<file path="src/rtl/user_led_button_ctrl_if.sv">
// user_led_button_ctrl_if
//   Groups the button inputs, the 10kHz enable and the LED settings outputs
//   of user_led_button_ctrl.
//   Signal timing: there is no valid/ready pairing on this bus.
//     - btn is a raw asynchronous level.
//     - ce_10khz is a one-clock strobe.
//     - Every settings output is a registered level that holds until a
//       button press changes it.
//   Modports:
//     master : drives ce_10khz/btn, observes the settings (bench / upstream).
//     slave  : the controller itself.
interface user_led_button_ctrl_if;
  logic       ce_10khz;    // one-cycle enable at 10kHz
  logic [3:0] btn;         // [0]=mode [1]=inc [2]=dec [3]=invert, raw, active-high
  logic [9:0] timer;       // rainbow transition timer
  logic [6:0] brightness;  // rainbow brightness 0..100
  logic       inverted;    // inverted colour transition
  logic       fixed_mode;  // fixed-colour duties selected downstream
  logic [6:0] duty_r;      // fixed red duty 0..100
  logic [6:0] duty_g;      // fixed green duty 0..100
  logic [6:0] duty_b;      // fixed blue duty 0..100
  logic [2:0] state;       // current mode state, for status LEDs

  modport master (
    output ce_10khz, btn,
    input  timer, brightness, inverted, fixed_mode, duty_r, duty_g, duty_b, state
  );

  modport slave (
    input  ce_10khz, btn,
    output timer, brightness, inverted, fixed_mode, duty_r, duty_g, duty_b, state
  );
endinterface

</file>
<file path="src/rtl/user_led_button_ctrl.sv">
// user_led_button_ctrl
//   Push-button front end for the user-LED block.
//   Each of four buttons is synchronised, then debounced on the 10kHz
//   enable, and turned into a one-clock press pulse.
//   The press pulses drive a five-state mode machine that selects which
//   setting the inc/dec buttons adjust.
//   Ports:
//     clk : 100MHz clock
//     rst : asynchronous assert, synchronous release, active-high
//     bus : user_led_button_ctrl_if.slave. Inputs are ce_10khz and btn;
//           outputs are the LED settings plus the current state.
module user_led_button_ctrl #(
  parameter int         P_DEBOUNCE_TICKS = 200,
  parameter int         P_DB_WIDTH       = 8,
  parameter logic [6:0] P_BRIGHT_INIT    = 7'd50,
  parameter logic [6:0] P_BRIGHT_STEP    = 7'd10,
  parameter logic [9:0] P_TIMER_INIT     = 10'h0FF,
  parameter logic [9:0] P_TIMER_STEP     = 10'h040
) (
  input  logic                   clk,
  input  logic                   rst,
  user_led_button_ctrl_if.slave  bus
);

  typedef enum logic [2:0] {
    S_BRIGHT = 3'd0,
    S_SPEED  = 3'd1,
    S_FIX_R  = 3'd2,
    S_FIX_G  = 3'd3,
    S_FIX_B  = 3'd4
  } state_t;

  localparam logic [P_DB_WIDTH-1:0] DB_LAST = P_DB_WIDTH'(P_DEBOUNCE_TICKS - 1);

  logic [3:0]            sync1, sync2;
  logic [3:0]            stable, stable_d, press;
  logic [P_DB_WIDTH-1:0] db_cnt [4];

  // Two-flop synchroniser on every clock.
  always_ff @(posedge clk or posedge rst) begin
    if (rst) begin
      sync1 <= '0;
      sync2 <= '0;
    end else begin
      sync1 <= bus.btn;
      sync2 <= sync1;
    end
  end

  // Debounce: a differing level must be seen on P_DEBOUNCE_TICKS consecutive
  // ticks; the last of those ticks flips the accepted level.
  always_ff @(posedge clk or posedge rst) begin
    if (rst) begin
      stable <= '0;
      for (int i = 0; i < 4; i++) db_cnt[i] <= '0;
    end else if (bus.ce_10khz) begin
      for (int i = 0; i < 4; i++) begin
        if (sync2[i] == stable[i]) begin
          db_cnt[i] <= '0;
        end else if (db_cnt[i] == DB_LAST) begin
          stable[i] <= ~stable[i];
          db_cnt[i] <= '0;
        end else begin
          db_cnt[i] <= db_cnt[i] + 1'b1;
        end
      end
    end
  end

  // Press pulse is registered: high the cycle after stable rises.
  always_ff @(posedge clk or posedge rst) begin
    if (rst) begin
      stable_d <= '0;
      press    <= '0;
    end else begin
      stable_d <= stable;
      press    <= stable & ~stable_d;
    end
  end

  logic mode_p, inc_p, dec_p, inv_p, adj_en;
  assign mode_p = press[0];
  assign inc_p  = press[1];
  assign dec_p  = press[2];
  assign inv_p  = press[3];
  // A mode press wins over inc/dec; inc and dec together cancel.
  assign adj_en = !mode_p && (inc_p ^ dec_p);

  // Saturating arithmetic; the wider intermediate keeps the sum from wrapping.
  function automatic logic [6:0] pct_inc(input logic [6:0] v);
    logic [7:0] s;
    s = {1'b0, v} + {1'b0, P_BRIGHT_STEP};
    return (s > 8'd100) ? 7'd100 : s[6:0];
  endfunction

  function automatic logic [6:0] pct_dec(input logic [6:0] v);
    return (v < P_BRIGHT_STEP) ? 7'd0 : v - P_BRIGHT_STEP;
  endfunction

  function automatic logic [9:0] tmr_inc(input logic [9:0] v);
    logic [10:0] s;
    s = {1'b0, v} + {1'b0, P_TIMER_STEP};
    return s[10] ? 10'h3FF : s[9:0];
  endfunction

  function automatic logic [9:0] tmr_dec(input logic [9:0] v);
    return (v < P_TIMER_STEP) ? 10'd0 : v - P_TIMER_STEP;
  endfunction

  state_t     state_q, state_n;
  logic [9:0] timer_q, timer_n;
  logic [6:0] bright_q, bright_n, r_q, r_n, g_q, g_n, b_q, b_n;
  logic       inv_q, inv_n, fixed_q, fixed_n;

  always_ff @(posedge clk or posedge rst) begin
    if (rst) begin
      state_q  <= S_BRIGHT;
      timer_q  <= P_TIMER_INIT;
      bright_q <= P_BRIGHT_INIT;
      r_q      <= '0;
      g_q      <= '0;
      b_q      <= '0;
      inv_q    <= 1'b0;
      fixed_q  <= 1'b0;
    end else begin
      state_q  <= state_n;
      timer_q  <= timer_n;
      bright_q <= bright_n;
      r_q      <= r_n;
      g_q      <= g_n;
      b_q      <= b_n;
      inv_q    <= inv_n;
      fixed_q  <= fixed_n;
    end
  end

  always_comb begin
    state_n  = state_q;
    timer_n  = timer_q;
    bright_n = bright_q;
    r_n      = r_q;
    g_n      = g_q;
    b_n      = b_q;
    inv_n    = inv_q ^ inv_p;

    case (state_q)
      S_BRIGHT: if (mode_p) state_n = S_SPEED;
      S_SPEED:  if (mode_p) state_n = S_FIX_R;
      S_FIX_R:  if (mode_p) state_n = S_FIX_G;
      S_FIX_G:  if (mode_p) state_n = S_FIX_B;
      S_FIX_B:  if (mode_p) state_n = S_BRIGHT;
      default:  state_n = S_BRIGHT;  // unreachable codes recover
    endcase

    if (adj_en) begin
      case (state_q)
        S_BRIGHT: bright_n = inc_p ? pct_inc(bright_q) : pct_dec(bright_q);
        S_SPEED:  timer_n  = inc_p ? tmr_inc(timer_q)  : tmr_dec(timer_q);
        S_FIX_R:  r_n      = inc_p ? pct_inc(r_q)      : pct_dec(r_q);
        S_FIX_G:  g_n      = inc_p ? pct_inc(g_q)      : pct_dec(g_q);
        S_FIX_B:  b_n      = inc_p ? pct_inc(b_q)      : pct_dec(b_q);
        default:  ;
      endcase
    end

    fixed_n = (state_n == S_FIX_R) || (state_n == S_FIX_G) || (state_n == S_FIX_B);
  end

  assign bus.timer      = timer_q;
  assign bus.brightness = bright_q;
  assign bus.inverted   = inv_q;
  assign bus.fixed_mode = fixed_q;
  assign bus.duty_r     = r_q;
  assign bus.duty_g     = g_q;
  assign bus.duty_b     = b_q;
  assign bus.state      = state_q;

endmodule
</file>
<file path="src/flat_wrapper.sv">
// flat-port wrapper written by rule: the top's interface ports become plain ports
module user_led_button_ctrl_flat 
#(
  parameter int         P_DEBOUNCE_TICKS = 200,
  parameter int         P_DB_WIDTH       = 8,
  parameter logic [6:0] P_BRIGHT_INIT    = 7'd50,
  parameter logic [6:0] P_BRIGHT_STEP    = 7'd10,
  parameter logic [9:0] P_TIMER_INIT     = 10'h0FF,
  parameter logic [9:0] P_TIMER_STEP     = 10'h040
)
  (clk, rst, bus_ce_10khz, bus_btn, bus_timer, bus_brightness, bus_inverted, bus_fixed_mode, bus_duty_r, bus_duty_g, bus_duty_b, bus_state);
  user_led_button_ctrl_if bus_i ();
  input  logic clk;
  input  logic rst;
  input wire logic [$bits(bus_i.ce_10khz)-1:0] bus_ce_10khz;
  input wire logic [$bits(bus_i.btn)-1:0] bus_btn;
  output wire logic [$bits(bus_i.timer)-1:0] bus_timer;
  output wire logic [$bits(bus_i.brightness)-1:0] bus_brightness;
  output wire logic [$bits(bus_i.inverted)-1:0] bus_inverted;
  output wire logic [$bits(bus_i.fixed_mode)-1:0] bus_fixed_mode;
  output wire logic [$bits(bus_i.duty_r)-1:0] bus_duty_r;
  output wire logic [$bits(bus_i.duty_g)-1:0] bus_duty_g;
  output wire logic [$bits(bus_i.duty_b)-1:0] bus_duty_b;
  output wire logic [$bits(bus_i.state)-1:0] bus_state;
  assign bus_i.ce_10khz = bus_ce_10khz;
  assign bus_i.btn = bus_btn;
  assign bus_timer = bus_i.timer;
  assign bus_brightness = bus_i.brightness;
  assign bus_inverted = bus_i.inverted;
  assign bus_fixed_mode = bus_i.fixed_mode;
  assign bus_duty_r = bus_i.duty_r;
  assign bus_duty_g = bus_i.duty_g;
  assign bus_duty_b = bus_i.duty_b;
  assign bus_state = bus_i.state;
  user_led_button_ctrl #(.P_DEBOUNCE_TICKS(P_DEBOUNCE_TICKS), .P_DB_WIDTH(P_DB_WIDTH), .P_BRIGHT_INIT(P_BRIGHT_INIT), .P_BRIGHT_STEP(P_BRIGHT_STEP), .P_TIMER_INIT(P_TIMER_INIT), .P_TIMER_STEP(P_TIMER_STEP)) u_core (.clk(clk), .rst(rst), .bus(bus_i));
endmodule
</file>
<file path="config.mk">
export PLATFORM = sky130hd
export DESIGN_NAME = user_led_button_ctrl_flat
export DESIGN_NICKNAME = d
export VERILOG_FILES = /design/src/rtl/user_led_button_ctrl_if.sv /design/src/rtl/user_led_button_ctrl.sv /design/src/flat_wrapper.sv
export SDC_FILE = /design/constraint.sdc
export NUM_CORES = 1
export LEC_CHECK = 0
export ABC_CLOCK_PERIOD_IN_PS = 2600
export CELL_PAD_IN_SITES_DETAIL_PLACEMENT = 1
export CELL_PAD_IN_SITES_GLOBAL_PLACEMENT = 2
export CORE_MARGIN = 1.5
export CORE_UTILIZATION = 36
export DETAILED_ROUTE_END_ITERATION = 7
export DONT_BUFFER_PORTS = 1
export PLACE_DENSITY_LB_ADDON = 0.1
export SLEW_MARGIN = 15
export SYNTH_ARGS = -nofsm -noshare
export SYNTH_HDL_FRONTEND = slang
export SYNTH_SLANG_ARGS = --single-unit
</file>
<file path="constraint.sdc">
create_clock -name clk -period 2.6 [get_ports clk]
set_clock_uncertainty 0.1 [all_clocks]
set_input_delay 0.39 -clock clk [delete_from_list [all_inputs] [get_ports clk]]
set_output_delay 0.39 -clock clk [all_outputs]
set_load 0.02 [all_outputs]
</file>
# Word level (Yosys, flattened, before mapping)
# Cells that the tools add are included.
# totals
input_bits	7
register_bits	95
elab_cells	113
# op_classes
n_mux	29
eq_ne	15
n_addsub	14
order_cmp	9
bitwise_logic	12
reduce_logical	14
# op_table
op	count
$mux W7	12
$mux W8	8
$add A7 B4 Y8 const B	4
$add A8 B1 Y8 const B	4
$eq A8 B8 Y1 const B	4
$gt A8 B7 Y1 const B	4
$mux W10	3
$lt A7 B4 Y1 const B	4
$sub A7 B4 Y7 const B	4
$mux W3	5
$pmux W3 S5	1
$eq A3 B2 Y1 const B	4
$reduce_and A3 Y1	4
$add A10 B7 Y11 const B	1
$lt A10 B7 Y1 const B	1
$reduce_and A2 Y1	5
$sub A10 B7 Y10 const B	1
$not A1 Y1	8
$eq A3 B3 Y1 const B	2
$and A4 B4 Y4	1
$eq A1 B1 Y1	4
$not A4 Y4	1
$eq A3 B1 Y1 const B	1
$logic_not A3 Y1	1
4 further kinds	6

# Depth between registers and ports, before layout
# Gate-level depths: netlist (run 1).
# logic_depth
depth_word	5
mapped_depth	8
mapped_depth_nobuf	7

# Worst setup path after synthesis (run 1)
# No wires, ideal clock.
# synth_timing
path_type	flip-flop to flip-flop
startpoint	reg u_core.bright_q[1], in the netlist u_core.bus.brightness[1]
endpoint	reg u_core.bright_q[1], in the netlist u_core.bus.brightness[1]
required_ps	2440
setup_ps	60
path_buffers	1
path_slack_ps	265
arrival_ps	2175
path_stages_with_launch	9
synth_period_minus_slack_ps	2335
path_cell_list	dfstp_2 buf_4 inv_1 ha_1 nand4bb_1 a21oi_1 o31ai_2 a2111oi_0 a21o_1
# synth_between
elab_chain_len	4
word_cells_on_any_way	7
classes_between	add/sub: 2; order compare: 2; mux: 3
# synth_rtl
item	line	text
start, declared	user_led_button_ctrl.sv:112	logic [6:0] bright_q, bright_n, r_q, r_n, g_q, g_n, b_q, b_n;
start signal, assigned	user_led_button_ctrl.sv:128	bright_q <= bright_n;
$add A7 B4 Y8	user_led_button_ctrl.sv:92	s = {1'b0, v} + {1'b0, P_BRIGHT_STEP};
$gt A8 B7 Y1	user_led_button_ctrl.sv:93	return (s > 8'd100) ? 7'd100 : s[6:0];
$mux W7	user_led_button_ctrl.sv:93	
$mux W7 *	user_led_button_ctrl.sv:157	S_BRIGHT: bright_n = inc_p ? pct_inc(bright_q) : pct_dec(bright_q);
# Every way passes the cells marked *; elsewhere a longest branch is shown, timed or not.
# A chain may end at the register's enable or synchronous reset.

# Worst setup path after layout (run 1)
# layout_timing
startpoint	reg u_core.bright_q[1], in the netlist u_core.bus.brightness[1]
endpoint	reg u_core.bright_q[3], in the netlist u_core.bus.brightness[3]
# The elaborated chain is that of the path after synthesis.

==> results of run 1 <==
[power by group]
group | total [mW] | switching [mW] | internal [mW]
combinational | 0.148 | 0.0914 | 0.0563
clock | 1.27 | 0.578 | 0.689
sequential | 1.42 | 0.0414 | 1.38
total | 2.83 | 0.710 | 2.12
[what timing repair did]
item | in CTS | in global routing
resized for setup | 0 | 0
hold buffers | 5 | 0
endpoints found under the hold margin | 57 | 0
[placed cells by master (no fill, tap or decap), drive strengths merged, types with 4 or more instances in the layout]
| cell type | instances |
|---|---|
| a21oi | 44 |
| a21o | 5 |
| mux2 | 6 |
| clkbuf | 10 |
| nand3 | 25 |
| buf | 20 |
| a22o | 4 |
| and3 | 14 |
| a22oi | 4 |
| nor3 | 17 |
| o41ai | 4 |
| inv | 26 |
| dfrtp | 80 |
| or2 | 6 |
| nand4 | 13 |
| a31oi | 6 |
| o21ai | 58 |
| o2bb2ai | 6 |
| mux2i | 4 |
| conb | 4 |
| dfstp | 6 |
| nand2 | 48 |
| xnor2 | 13 |
| ha | 14 |
| o21a | 6 |
| nand2b | 13 |
| dlygate4sd3 | 5 |
| nor2b | 15 |
| nor2 | 46 |
| and2 | 7 |
| o31ai | 13 |
| or3 | 6 |
| nand4b | 4 |
| xor2 | 9 |
| nor4 | 6 |
[cell type report]
type                            count  area, um2
Sequential cell                    86       2160
Fill cell                        1680       8640
Clock buffer                       10        239
Multi-Input combinational cell    470       2960
Tap cell                          184        230
Clock inverter                      6       51.3
Inverter                           24       93.8
Timing Repair Buffer               25        213
[worst max-delay path: cells and delay by family (launching register included)]
| family | cells | cell delay [ns] |
|---|---|---|
| buffers and inverters | 1 | 0.06 |
| AND/OR/NAND/NOR | 1 | 0.17 |
| adder cells (fa/ha/maj) | 1 | 0.43 |
| AO/OA/AOI/OAI | 4 | 0.91 |
| flip-flops | 1 | 0.62 |
[kinds of logic after synthesis]
| logic type | count (synthesis) | share of synthesized area [%] |
|---|---|---|
| compound gates | 180 | 21.3 |
| xor+xnor | 22 | 3.70 |
| fa+ha+maj | 14 | 3.24 |
| buf+inv | 66 | 5.58 |
| flops | 86 | 39.9 |
| mux | 10 | 1.99 |
| other cells | 1 | 0.0693 |
| simple gates | 240 | 24.2 |
[worst paths after layout]
check | slack, ns | endpoint | start
min | 0.02 | u_core.db_cnt[21] | bus_ce_10khz
min reg2reg | 0.25 | u_core.sync2[1] | u_core.sync1[1]
max reg2reg | 0.19 | u_core.bus.brightness[3] | u_core.bus.brightness[1]
min in group asynchronous | 0.55 | u_core.bus.duty_b[4] | rst
max | 0.19 | u_core.bus.brightness[3] | u_core.bus.brightness[1]
max in group asynchronous | 1.18 | u_core.db_cnt[21] | rst
[sequential cells by signal (all words and copies together), names as in the netlist, 5 cells and up]
| register | flops |
|---|---|
| u_core.bus.duty_r | 6 |
| u_core.bus.brightness | 6 |
| u_core.db_cnt | 32 |
| u_core.bus.duty_b | 6 |
| u_core.bus.timer | 5 |
| u_core.bus.duty_g | 6 |
[routing by layer]
metal / GRT usage, % / share of wire (%) / wire length (um)
met4: 5.48 / 0.95 / 130
met5: 0 / 0 / 0
met1: 23.4 / 47 / 6420
met2: 30.5 / 49 / 6680
met3: 4.07 / 3.2 / 435
==> flow_summary.toml, run 1 <==
[die]
start_util_pct = 37.1
design.portCount = 50
die_w_um = 126
core_region_area_um2 = 14600
floorplan.die.height_um = 126
placement_rows = 44
dieArea_um2 = 15800

[critical_path]
critical_path.endpoint_type = "flop"
worst_ep_arrival_time_ns = 2.54
max_stage_delay_ns = 0.62
setup_crit_start_kind = "flop"
crit_fanout = 8
cp.required_ns = 2.73
worst-r2r-cell-count = 7
crit_path_cell_trace = "inv_1 > ha_1 > nand4bb_1 > a21oi_1 > o31ai_2 > o32ai_1 > a221o_1"
worstSetupPathType = "reg2reg"
cp_slowest_cell = "sky130_fd_sc_hd__dfstp_2"

[timing]
timing.max_slew.rel_slack_pct = 58.9
final_min_period_over_clock_period_pct = 92.6
grt_setup_unrepaired = "no"
fin_tns_setup_ns = 0
final.min_clock_period_ns = 2.41
report.final.setup_viol = 0
post-route-worst-setup-slack_ns = 0.193
timing_max_transition_violations_final = 0
tightestPinTransition_ns = 0.616
fin_hold_ws_ns = 0.0221
fmaxAchievable_ghz = 0.415
timing.final.hold_violations = 0

[synth]
yosysWarnings = 0
synth_area_leader_cell = "sky130_fd_sc_hd__dfrtp_1"
post-synth-top-count-cell = "sky130_fd_sc_hd__dfrtp_1"
synth_seq_area_share_pct = 39.9
synth_top_flop_cell = "sky130_fd_sc_hd__dfrtp_1"
yosys-top-cells-count = "sky130_fd_sc_hd__dfrtp_1, sky130_fd_sc_hd__nand2_1, sky130_fd_sc_hd__nor2_1"
cell_area_after_technology_mapping_um2 = 5410
synth.area.top_cells = "sky130_fd_sc_hd__dfrtp_1, sky130_fd_sc_hd__a21oi_1, sky130_fd_sc_hd__o21ai_0"
syn_inst = 619
avgSynthCellArea_um2 = 8.74
synth_seq_cells = 86
ys_types = 74
yosys.area.top_type_share_pct = 37.0
synth_enable_flop_cells = 0
synthArstFlopShare_pct = 100

[final_layout]
areaGrowthSynthToFinish_pct = 9.93
antenna-diode-count = 0
design_area_um2 = 5940
final_core_util_pct = 40.7
post_layout_nonfiller_instances = 805
drive_above_1_share_pct = 10.1
nets = 637

[hold_path]
hold-path-cell-count = 1
hp-class = "in2reg"

[place]
portBuffers = 0
half_perimeter_wire_length_of_the_detailed_placement_result_um = 9720
gp_routability_congestion = 0.823
post_dp_cell_area_um2 = 5600
post_place_setup_slack_ns = 0.204
place_inst = 784

[global_routing]
first_global_vias = 4718
grt_start_max_net_pins = 41
grt_antenna_before_repair = 0
globalRouteOverflowTotal = 0
grt_pass1_wl_um = 23700
globalRouteTotalUtil_pct = 18.2

[routing]
firstDrtPassIters = 4
wl_um = 13700
drc_errors = 0
via_per_inst = 5.68
drtAntennaViolNets = 0
initialDrtViolationCount = 293
vias = 4571
routedWlPerCell_um = 17.0

[pwr]
cellPowerDensity_nw_per_um2 = 477
totalPowerFinal_mw = 2.83
irDropWorstVdd_mv = 0.267
p_leak_nw = 2.49

[cts]
cts_tree = "done"
cts_setup_buffers = 0
number_of_buffers_created_by_cts = 9
cts.sinks = 86
worst_skew_pair.late_latency_ns = 0.34
ctsLongestPathBuffers = 2
clk_pin_slew_worst_paths_ns = 0.07
clock_tree.root_cell = "sky130_fd_sc_hd__clkbuf_16"
h-tree-depth = 3

[run]
max-cap-violations = 0

[outcome]
result_of_the_run = "finished, final reports clean"
(Power assumes the default switching activity.)
==> run 2, diff against run 1 <==
GPL_TIMING_DRIVEN = 0   (was default)
==> flow_summary.toml, run 2 (same netlist as run 1, synthesis figures left out) <==
[pwr]
cellPowerDensity_nw_per_um2 = 509
internal-power_mw = 2.42
totalPowerFinal_mw = 3.14
irDropWorstVdd_mv = 0.373
switching_share_pct = 22.8
p_seq_share_pct = 45.3
pwr-share-comb_pct = 5.5
p_leak_nw = 2.59
clock_power_share_pct = 49.2
p_sw_mw = 0.716

[routing]
drtAntennaViolNets = 0
via_per_inst = 5.69
initialDrtViolationCount = 209
vias = 4743
drc_errors = 0
firstDrtPassIters = 4
routedWlPerCell_um = 18.0
wl_um = 15000

[timing]
fmaxAchievable_ghz = 0.402
timing.max_slew.rel_slack_pct = 54.3
timing_max_transition_violations_final = 0
post-route-worst-setup-slack_ns = 0.111
tightestPinTransition_ns = 0.681
grt_setup_unrepaired = "no"
final_min_period_over_clock_period_pct = 95.7
report.final.setup_viol = 0
final.min_clock_period_ns = 2.49
timing.final.hold_violations = 0

[global_routing]
grt_start_max_net_pins = 30
grt_antenna_before_repair = 0
globalRouteTotalUtil_pct = 19.6
grt_pass1_wl_um = 25200
globalRouteOverflowTotal = 0
first_global_vias = 4852

[die]
design.portCount = 50
placement_rows = 44
floorplan.die.height_um = 126
dieArea_um2 = 15800
start_util_pct = 37.1
die_w_um = 126
core_region_area_um2 = 14600

[place]
gp_routability_congestion = 0.800
half_perimeter_wire_length_of_the_detailed_placement_result_um = 11000
portBuffers = 0
post_dp_cell_area_um2 = 5710
post_place_setup_slack_ns = -0.0516

[hold_path]
startpoint_of_the_worst_hold_path = "bus_ce_10khz"
hp-class = "in2reg"
hold-path-cell-count = 2
min_to = "u_core.db_cnt[26]"

[critical_path]
cp_slowest_cell = "sky130_fd_sc_hd__dfstp_2"
setup_crit_start_kind = "flop"
worstSetupPathType = "reg2reg"
timing.critical_path.buf_inv = 2
worst_ep_arrival_time_ns = 2.67
r2r_start = "u_core.bus.brightness[1]"
critical_path.top_delay_family = "simple AND/OR/NAND/NOR gates"
worst-r2r-cell-count = 7
cp.required_ns = 2.78
worst_r2r_endpoint = "u_core.bus.brightness[3]"
crit_fanout = 6
critical_path.endpoint_type = "flop"
critical-path-top-cell-by-count = "sky130_fd_sc_hd__nor3_1"
crit_path_cell_trace = "buf_6 > buf_4 > nand4bb_1 > nor3_1 > nor3_1 > o32ai_2 > a221o_1"
cp-startpoint = "u_core.bus.brightness[1]"
max_stage_delay_ns = 0.63
rrSetupSlack_ns = 0.11

[final_layout]
largest-register = "u_core.db_cnt"
largest_register_ff_count = 32
areaGrowthSynthToFinish_pct = 14.0
most_common_library_cell_in_the_layout_ignoring_fill_and_taps = "sky130_fd_sc_hd__dfrtp_1"
final_core_util_pct = 42.3
most_frequent_cells_in_the_layout = "sky130_fd_sc_hd__dfrtp_1, sky130_fd_sc_hd__nand2_1, sky130_fd_sc_hd__nor2_1"
antenna-diode-count = 0
design_area_um2 = 6170
nets = 665
drive_above_1_share_pct = 11.6

[cts]
cts.sinks = 86
clock_tree.root_cell = "sky130_fd_sc_hd__clkbuf_16"
cts_tree = "done"
number_of_buffers_created_by_cts = 9
h-tree-depth = 3
worst_skew_pair.late_latency_ns = 0.34
clk_pin_slew_worst_paths_ns = 0.07
ctsLongestPathBuffers = 2

[run]
max-cap-violations = 0

[outcome]
result_of_the_run = "finished, final reports clean"
[run 2: changes by cell type in the layout (fill, tap and decap cells not counted), moves of 2 or more]
cell                        change
sky130_fd_sc_hd__buf_2         +13
sky130_fd_sc_hd__clkbuf_1      +16
sky130_fd_sc_hd__buf_1          +3
sky130_fd_sc_hd__buf_4          -7
sky130_fd_sc_hd__bufinv_16      +3
sky130_fd_sc_hd__buf_12         +2
[run 2: layout make-up]
class,count,area [um2]
sequential,86,2160
clock inverter,6,116
fill,1684,8420
clock buffer,10,239
inverter,24,93.8
tap,184,230
buffer,42,215
multi-input combinational,470,2980
timing repair buffer,11,133
[run 2: metrics by stage]
step / std cells / hold slack [ns] / setup TNS, ns
5_1_grt: 833 / 0.177 / 0
3_5_place_dp: 809 / 0.126 / -0.0516
3_3_place_gp: 806 / 0.235 / -0.0908
6_report: 833 / 0.164 / 0
4_1_cts: 830 / 0.155 / 0
2_1_floorplan: 622 / 0.231 / 0
[run 2: timing repair]
item                                   4_1_cts  5_1_grt
endpoints found under the hold margin       13        0
setup buffers                                0        3
pin swaps                                    1        1
setup endpoints to repair                    2        2
hold buffers                                 5        0
resized for setup                            1        4
[run 2: worst max path at each step]
stage	to	slack (ns)	cells after the start
finish	u_core.bus.brightness[3]	0.11	7
detailed placement	u_core.bus.brightness[3]	-0.05	8
CTS	u_core.bus.brightness[3]	0.005	8
global route	u_core.bus.brightness[3]	0.02	8
floorplan	u_core.bus.brightness[1]	0.27	8
global placement	u_core.bus.brightness[3]	-0.09	8
[run 2: power by group through the flow]
| stage | clock network, mW | registers (mW) | logic [mW] |
|---|---|---|---|
| detailed placement | 0 | 1.44 | 0.172 |
| global route | 1.64 | 1.43 | 0.200 |
| floorplan | 0 | 1.43 | 0.122 |
| finish | 1.54 | 1.42 | 0.174 |
| global placement | 0 | 1.44 | 0.151 |
| CTS | 1.59 | 1.42 | 0.179 |
[run 2: metal layers]
| metal | global-route usage, % | vias to the layer above | wire, um |
|---|---|---|---|
| met5 | 0 | - | 0 |
| met4 | 4.41 | 0 | 119 |
| met3 | 4.07 | 12 | 475 |
| met2 | 32.8 | 54 | 7390 |
| met1 | 26.2 | 2377 | 6980 |
| li1 | - | 2300 | - |
==> run 3, diff against run 2 <==
SLEW_MARGIN = 10   (was 15)
==> flow_summary.toml, run 3 (same netlist as run 1, synthesis figures left out) <==
[outcome]
result_of_the_run = "finished, final reports clean"

[place]
half_perimeter_wire_length_of_the_detailed_placement_result_um = 10900
post_place_setup_slack_ns = -0.0646
gp_routability_congestion = 0.800
post_dp_cell_area_um2 = 5690
place_inst = 808
portBuffers = 0

[final_layout]
fill_cells = 1702
most_frequent_cells_in_the_layout = "sky130_fd_sc_hd__dfrtp_1, sky130_fd_sc_hd__nand2_1, sky130_fd_sc_hd__nor2_1"
nets = 664
post_layout_nonfiller_instances = 832
design_area_um2 = 6120
final_core_util_pct = 41.9
largest_register_ff_count = 32
antenna-diode-count = 0
areaGrowthSynthToFinish_pct = 13.1
drive_above_1_share_pct = 11.3
largest-register = "u_core.db_cnt"
most_common_library_cell_in_the_layout_ignoring_fill_and_taps = "sky130_fd_sc_hd__dfrtp_1"

[critical_path]
worstSetupPathType = "reg2reg"
crit_fanout = 8
crit_path_cell_trace = "buf_6 > inv_1 > ha_4 > nand4bb_1 > a21oi_1 > o31ai_2 > o32ai_2 > a221o_1"
setup_crit_start_kind = "flop"
cp_slowest_cell = "sky130_fd_sc_hd__dfstp_2"
timing.critical_path.buf_inv = 2
max_stage_delay_ns = 0.62
worst_ep_arrival_time_ns = 2.59
critical_path.top_delay_family = "compound AO/OA/AOI/OAI gates"
critical_path.endpoint_type = "flop"
cp.required_ns = 2.73

[run]
max-cap-violations = 0

[global_routing]
globalRouteTotalUtil_pct = 19.8
global_route.usage.met2_pct = 33.1
grt_use_met3_pct = 4.49
grt_antenna_before_repair = 0
globalRouteOverflowTotal = 0
grt.met1_usage_pct = 26.0
grt_pass1_wl_um = 25500
first_global_vias = 4891
top_usage_layer = "met2"
grt_start_max_net_pins = 38

[routing]
via_per_inst = 5.72
initialDrtViolationCount = 236
drtAntennaViolNets = 0
routedWlPerCell_um = 18.1
drc_errors = 0
vias = 4755
firstDrtPassIters = 4
wl_um = 15100

[timing]
timing_max_transition_violations_final = 0
grt_setup_unrepaired = "no"
tightestPinTransition_ns = 0.659
report.final.setup_viol = 0
final_min_period_over_clock_period_pct = 94.8
post-route-worst-setup-slack_ns = 0.135
fmaxAchievable_ghz = 0.406
fin_tns_setup_ns = 0
timing.final.hold_violations = 0
final.min_clock_period_ns = 2.47
fin_hold_ws_ns = 0.164
timing.max_slew.rel_slack_pct = 55.7

[cts]
number_of_buffers_created_by_cts = 9
h-tree-depth = 3
worst_skew_pair.late_latency_ns = 0.35
cts_tree = "done"
clock_tree.root_cell = "sky130_fd_sc_hd__clkbuf_16"
ctsLongestPathBuffers = 2
clk_pin_slew_worst_paths_ns = 0.06
cts.sinks = 86

[pwr]
p_sw_mw = 0.721
switching_share_pct = 23.7
totalPowerFinal_mw = 3.04
irDropWorstVdd_mv = 0.357
p_seq_share_pct = 46.8
p_leak_nw = 2.57
internal-power_mw = 2.31
clock_power_share_pct = 47.6
cellPowerDensity_nw_per_um2 = 496
pwr-share-comb_pct = 5.6

[die]
floorplan.die.height_um = 126
design.portCount = 50
core_region_area_um2 = 14600
die_w_um = 126
placement_rows = 44
start_util_pct = 37.1
dieArea_um2 = 15800

[hold_path]
hp-class = "in2reg"
run 3: path summary, 6_finish.rpt:
check / endpoint / slack (ns) / start / depth (start not counted)
max reg2reg: u_core.bus.brightness[3] / 0.13 / u_core.bus.brightness[1] / 8
max in group asynchronous: u_core.bus.brightness[1] / 1.10 / rst / 4
max: u_core.bus.brightness[3] / 0.13 / u_core.bus.brightness[1] / 8
min reg2reg: u_core.sync2[3] / 0.25 / u_core.sync1[3] / 0
min: u_core.db_cnt[26] / 0.16 / bus_ce_10khz / 2
min in group asynchronous: u_core.bus.duty_r[3] / 0.44 / rst / 2
run 3: area by class of cell:
class,count,area (um2),share of cell area [%]
Buffer,42,215,3.52
Sequential cell,86,2160,35.3
Inverter,24,93.8,1.53
Timing Repair Buffer,10,113,1.84
Tap cell,184,230,3.76
Clock inverter,5,81.3,1.33
Clock buffer,11,243,3.97
Multi-Input combinational cell,470,2980,48.7
run 3: layer usage:
| metal | vias up | part of all wire [%] |
|---|---|---|
| met5 | - | 0 |
| met4 | 0 | 0.97 |
| met3 | 14 | 3.4 |
| met2 | 62 | 49 |
| met1 | 2381 | 47 |
| li1 | 2298 | - |
run 3: timing repair:
action,CTS,global route
endpoints found under the hold margin,22,0
hold buffers,5,0
gates cloned,0,0
pin swaps,1,1
endpoints found under the setup margin,2,2
buffers inserted,0,3
resized for setup,1,5
run 3: power groups by stage:
stage / Clock, mW / Combinational [mW] / Sequential (mW)
floorplan: 0 / 0.122 / 1.43
global placement: 0 / 0.151 / 1.44
detailed placement: 0 / 0.168 / 1.44
CTS: 1.48 / 0.175 / 1.42
global route: 1.53 / 0.195 / 1.43
finish: 1.44 / 0.169 / 1.42
